`config.mk`:
```
export PLATFORM = sky130hd
export DESIGN_NAME = digit_entry_loader
export DESIGN_NICKNAME = d
export VERILOG_FILES = /design/src/rtl/digit_entry_loader_pkg.sv /design/src/rtl/digit_entry_loader_slot_reg.sv /design/src/rtl/digit_entry_loader.sv
export SDC_FILE = /design/constraint.sdc
export NUM_CORES = 1
export LEC_CHECK = 0
export BUFFER_PORTS_ARGS = -buffer_cell sky130_fd_sc_hd__buf_2
export CAP_MARGIN = 20
export CORE_MARGIN = 2
export CORE_UTILIZATION = 49
export CTS_BUF_LIST = sky130_fd_sc_hd__clkbuf_2 sky130_fd_sc_hd__clkbuf_4 sky130_fd_sc_hd__clkbuf_8
export DETAILED_ROUTE_END_ITERATION = 7
export HOLD_SLACK_MARGIN = 0.1
export PLACE_DENSITY_LB_ADDON = 0.08
export SYNTH_ARGS = -nofsm -noshare
export SYNTH_HDL_FRONTEND = slang
export SYNTH_SLANG_ARGS = --single-unit
```
`constraint.sdc`:
```
create_clock -name clk -period 2.1 [get_ports clk]
set_input_delay 0.315 -clock clk [delete_from_list [all_inputs] [get_ports clk]]
set_output_delay 0.315 -clock clk [all_outputs]
set_load 0.005 [all_outputs]
```
`src/rtl/digit_entry_loader_pkg.sv`:
```
// Shared game constants: digit geometry, BCD limit and entry FSM encoding.
package digit_entry_loader_pkg;

    localparam int DEF_DIGIT_W    = 4;
    localparam int DEF_NUM_DIGITS = 4;
    localparam int BCD_MAX        = 9;

    typedef enum logic [1:0] {
        ST_EMPTY   = 2'd0,
        ST_COLLECT = 2'd1,
        ST_FULL    = 2'd2
    } entry_state_t;

endpackage

```
`src/rtl/digit_entry_loader_slot_reg.sv`:
```
// One digit slot: load-enabled register with synchronous clear.
module digit_slot_reg #(
    parameter int DIGIT_W = 4
) (
    input  logic               clk,
    input  logic               rst,
    input  logic               clr,
    input  logic               ld,
    input  logic [DIGIT_W-1:0] d,
    output logic [DIGIT_W-1:0] q
);

    logic [DIGIT_W-1:0] val_q;
    logic [DIGIT_W-1:0] val_d;

    always_comb begin
        val_d = val_q;
        if (clr) begin
            val_d = '0;
        end else if (ld) begin
            val_d = d;
        end
    end

    always_ff @(posedge clk) begin
        if (!rst) begin
            val_q <= '0;
        end else begin
            val_q <= val_d;
        end
    end

    assign q = val_q;

endmodule

```
`src/rtl/digit_entry_loader.sv`:
```
// Captures switch digits into slots on button pulses, tracks sum and fullness.
// Build option: DIGIT_ENTRY_BCD_CHECK_EN rejects digits above 9.
module digit_entry_loader
    import digit_entry_loader_pkg::*;
#(
    parameter int DIGIT_W    = DEF_DIGIT_W,
    parameter int NUM_DIGITS = DEF_NUM_DIGITS,
    parameter int CNT_W      = 3,
    parameter int SUM_W      = 6
) (
    input  logic                          clk,
    input  logic                          rst,
    input  logic                          button_pulse,
    input  logic [DIGIT_W-1:0]            sw_in,
    input  logic                          clear,
    output logic [NUM_DIGITS*DIGIT_W-1:0] digits_out,
    output logic [SUM_W-1:0]              sum_out,
    output logic [CNT_W-1:0]              entry_count,
    output logic                          load_strobe,
    output logic                          set_full,
    output logic                          digit_err
);

    entry_state_t    state_q;
    entry_state_t    state_d;
    logic [CNT_W-1:0] count_q;
    logic [CNT_W-1:0] count_d;
    logic [SUM_W-1:0] sum_q;
    logic [SUM_W-1:0] sum_d;
    logic             strobe_q;
    logic             strobe_d;
    logic             full_q;
    logic             full_d;
    logic             err_q;
    logic             err_d;

    logic             can_cap;
    logic             bad_digit;
    logic             accept;
    logic [CNT_W-1:0] base_cnt;
    logic [SUM_W-1:0] base_sum;
    logic [CNT_W-1:0] next_cnt;

`ifdef DIGIT_ENTRY_BCD_CHECK_EN
    assign bad_digit = (sw_in > DIGIT_W'(BCD_MAX));
`else
    assign bad_digit = 1'b0;
`endif

    // Illegal state encodings behave exactly like EMPTY.
    always_comb begin
        can_cap  = 1'b0;
        base_cnt = '0;
        base_sum = '0;
        case (state_q)
            ST_COLLECT: begin
                can_cap  = 1'b1;
                base_cnt = count_q;
                base_sum = sum_q;
            end
            ST_FULL: begin
                can_cap  = 1'b0;
                base_cnt = count_q;
                base_sum = sum_q;
            end
            default: begin
                can_cap  = 1'b1;
            end
        endcase
    end

    assign accept   = button_pulse && !clear && can_cap && !bad_digit;
    assign next_cnt = base_cnt + CNT_W'(1);

    always_comb begin
        state_d  = state_q;
        count_d  = count_q;
        sum_d    = sum_q;
        strobe_d = 1'b0;
        err_d    = 1'b0;
        if (clear) begin
            state_d = ST_EMPTY;
            count_d = '0;
            sum_d   = '0;
        end else if (accept) begin
            count_d  = next_cnt;
            sum_d    = base_sum + SUM_W'(sw_in);
            strobe_d = 1'b1;
            if (next_cnt == CNT_W'(NUM_DIGITS)) begin
                state_d = ST_FULL;
            end else begin
                state_d = ST_COLLECT;
            end
        end else if (button_pulse && can_cap) begin
            err_d = 1'b1;
        end
        full_d = (state_d == ST_FULL);
    end

    always_ff @(posedge clk) begin
        if (!rst) begin
            state_q  <= ST_EMPTY;
            count_q  <= '0;
            sum_q    <= '0;
            strobe_q <= 1'b0;
            full_q   <= 1'b0;
            err_q    <= 1'b0;
        end else begin
            state_q  <= state_d;
            count_q  <= count_d;
            sum_q    <= sum_d;
            strobe_q <= strobe_d;
            full_q   <= full_d;
            err_q    <= err_d;
        end
    end

    for (genvar i = 0; i < NUM_DIGITS; i++) begin : g_slot
        logic ld;
        assign ld = accept && (base_cnt == CNT_W'(i));
        digit_slot_reg #(
            .DIGIT_W(DIGIT_W)
        ) u_slot (
            .clk(clk),
            .rst(rst),
            .clr(clear),
            .ld (ld),
            .d  (sw_in),
            .q  (digits_out[i*DIGIT_W +: DIGIT_W])
        );
    end

    assign sum_out     = sum_q;
    assign entry_count = count_q;
    assign load_strobe = strobe_q;
    assign set_full    = full_q;
    assign digit_err   = err_q;

endmodule

```
==> qor.yml <==
status: "completed"
r2r_cells: 9
synth_area_leader_cell: "sky130_fd_sc_hd__dfxtp_1"
ys_seq_area_frac: 0.433
top_ports: 36
hold_path_startpoint: "sw_in[3]"
timing.hold.worst_endpoint: "g_slot[2].u_slot.q[3]"
detailedRoute.firstIterationViolations: 18
die_height_um: 57.2
htree_levels: 2
clockBufferDepth: 2
power_frac_seq: 0.587
ant_nets: 0
cp.arrival_ns: 2.26
tritoncts_clock_tree: "done"
final-hold-violation-count: 0
maxCapViolations: 0
vias_per_cell: 5.22
global_route_wire_length_before_repair_um: 5080
worst_slew_pin_slew_ns: 0.506
final_core_util: 0.646
post-route-min-period_ns: 1.99
numCtsBuffers: 5
tns_ns: 0
wirelength_um: 3230
timing.hold.worst_path_depth: 3
syn_inst: 145
drive_above_1_share: 0.342
drc_errors_left: 0
power.share.combinational: 0.096
critical_path_peak_fanout: 4
total_switching_power_uw: 256
grt_setup_unrepaired: "true"
clock_skew_ns: 0.00765
vdd_drop_max_uv: 646
clock_latency_ns: 0.33
routed_via_count: 1169
gp_congestion: 0.769
reg2reg_setup_slack_ns: 0.11
syn-num-nets: 165
clkPwrFrac: 0.317
routedWlPerCell_um: 14.4
synth.cell_area_um2: 1390
post_synth.cell_area_avg_um2: 9.57
worst_reg2reg_path_startpoint: "state_q[0]"
power-per-cell-area_nw_per_um2: 564
core-area_um2: 2730
synth.distinct_cells: 25
power.internal_uw: 739
setup.worst_path.start_class: "flip-flop"
initial_utilization: 0.508
placement_rows: 19
holdBufCountCts: 0
number_of_i_o_port_buffers: 35
final_setup_viols: 0
yosys.area.top_type_share: 0.433
cp_data_required_time_ns: 2.37
critical_path.endpoint_type: "flip-flop"
fmax_mhz: 502
numClockSinks: 30
clk_pin_slew_worst_paths_ns: 0.09
grt_util_all_layers: 0.210
cts-root-buf: "sky130_fd_sc_hd__clkbuf_4"
grt_overflow: 0
grt_antenna_before_repair: 0
postSynthRegisterBits: 30
drtPass1Iterations: 4
design.die.area_um2: 3270
share_of_the_clock_period_used_by_the_worst_path: 0.948
yosys_warnings: 0
largest_net_degree_at_the_start_of_global_routing: 12
cts_post_setup_buffers_inserted: 0
crit_type: "flip-flop to flip-flop"
net_switching_share_of_the_total_power: 0.257
layout.nets: 213
grt_pass1_vias: 1081
worst_min_path_class: "primary input to flip-flop"
syn2layout_area_growth_pct: 27.2
leakage_component_of_the_power_nw: 0.904
max-slew-margin-rel: 0.662
insertedDiodeCount: 0
detailed_place_hpwl_um: 2420
synth_area_leaders: "sky130_fd_sc_hd__dfxtp_1, sky130_fd_sc_hd__mux2i_1, sky130_fd_sc_hd__ha_1"
die_w_um: 57.2
timing.final.max_slew_violations: 0
ff_to_ff_end: "sum_out[5]"
## flip-flops by register name (all words and copies together) (netlist names)
| signal | cells |
|---|---|
| g_slot.u_slot.q | 16 |
| sum_out | 6 |
| entry_count | 3 |
| state_q | 2 |
| digit_err | 1 |
| load_strobe | 1 |
| set_full | 1 |
## cells in the final DEF, fill, tap and decap left out, types with 3 or more instances in the layout
cell and instances:
sky130_fd_sc_hd__o21ai_0 3, sky130_fd_sc_hd__nand3_1 4, sky130_fd_sc_hd__mux2i_1 17, sky130_fd_sc_hd__nand2_1 8, sky130_fd_sc_hd__inv_1 4, sky130_fd_sc_hd__dfxtp_1 29
sky130_fd_sc_hd__buf_4 13, sky130_fd_sc_hd__nor2_1 25, sky130_fd_sc_hd__nor2b_1 6, sky130_fd_sc_hd__a211oi_1 6, sky130_fd_sc_hd__a21oi_1 5, sky130_fd_sc_hd__buf_2 35
sky130_fd_sc_hd__ha_1 8, sky130_fd_sc_hd__clkbuf_4 5, sky130_fd_sc_hd__a21o_1 4
## power groups by stage
stage | registers, mW | logic (mW) | clock network, mW
floorplan | 0.597 | 0.0509 | 0
global placement | 0.597 | 0.0876 | 0
detailed placement | 0.597 | 0.0908 | 0
CTS | 0.584 | 0.0943 | 0.319
global route | 0.585 | 0.105 | 0.348
finish | 0.584 | 0.0959 | 0.315
## worst max-delay path by stage
stage,endpoint,from,cells past startpoint
floorplan,sum_out[4],state_q[0],10
finish,sum_out[5],state_q[0],9
global placement,sum_out[5],state_q[0],9
global route,g_slot[0].u_slot.q[2],state_q[0],10
CTS,sum_out[4],state_q[0],9
detailed placement,sum_out[5],state_q[0],9
## worst max-delay path: stages, from the launching register on
cell and delay [ns]:
sky130_fd_sc_hd__dfxtp_2 0.33, sky130_fd_sc_hd__inv_1 0.06, sky130_fd_sc_hd__ha_4 0.25, sky130_fd_sc_hd__buf_4 0.15, sky130_fd_sc_hd__nor2b_4 0.14, sky130_fd_sc_hd__ha_1 0.26
sky130_fd_sc_hd__a211oi_1 0.23, sky130_fd_sc_hd__nor2_1 0.09, sky130_fd_sc_hd__o2111ai_1 0.22, sky130_fd_sc_hd__mux2i_1 0.20
## per-stage QoR
| stage | area [um^2] | setup slack (ns) | power [mW] | std cells | hold slack [ns] |
|---|---|---|---|---|---|
| finish | 1770 | 0.109 | 0.995 | 224 | 0.288 |
| global route | 1770 | -0.0163 | 1.04 | 224 | 0.309 |
| CTS | 1750 | 0.0500 | 0.997 | 224 | 0.287 |
| detailed placement | 1660 | -0.105 | 0.688 | 217 | 0.466 |
| global placement | 1660 | 0.0227 | 0.684 | 217 | 0.463 |
| floorplan | 1390 | 0.0225 | 0.648 | 145 | 0.459 |
## layout make-up
cell class                      count  area, um^2
Fill cell                         244         968
Multi-Input combinational cell    104         790
Sequential cell                    30         602
Timing Repair Buffer               48         273
Tap cell                           31        38.8
Clock buffer                        5        37.5
Inverter                            4        15.0
Clock inverter                      2        10.0
## layer usage
metal	vias to the layer above	GRT usage	share of wire
met2	25	0.361	0.51
met5	-	0	0
met4	0	0.0997	0.021
met1	549	0.236	0.42
li1	587	-	-
met3	8	0.0635	0.043
## synthesized netlist by cell type (all sizes together)
cell type,number
nor3,1
xnor2,1
o41ai,1
buf,6
nor2b,7
a21oi,5
ha,11
a21o,4
inv,4
clkbuf,1
nand2b,3
o2111ai,1
a211oi,7
nand3,5
fa,1
mux2i,17
nor3b,2
dfxtp,30
nor2,25
o21ai,3
and2,1
nand2,8
conb,1
## logic make-up after synthesis
family                   count (synthesis)  share of synthesized area
AND/OR/NAND/NOR                         52                      0.185
flip-flops                              30                      0.433
AO/OA/AOI/OAI                           21                      0.101
multiplexers                            17                      0.123
adder cells (fa/ha/maj)                 12                      0.114
buffers and inverters                   11                     0.0361
other                                    1                    0.00270
XOR/XNOR                                 1                    0.00631
## timing repair
action,in CTS,in global routing
resized for setup,6,4
pin swaps,0,2
endpoints found under the setup margin,7,10
Power figures use the tool's default switching activity.
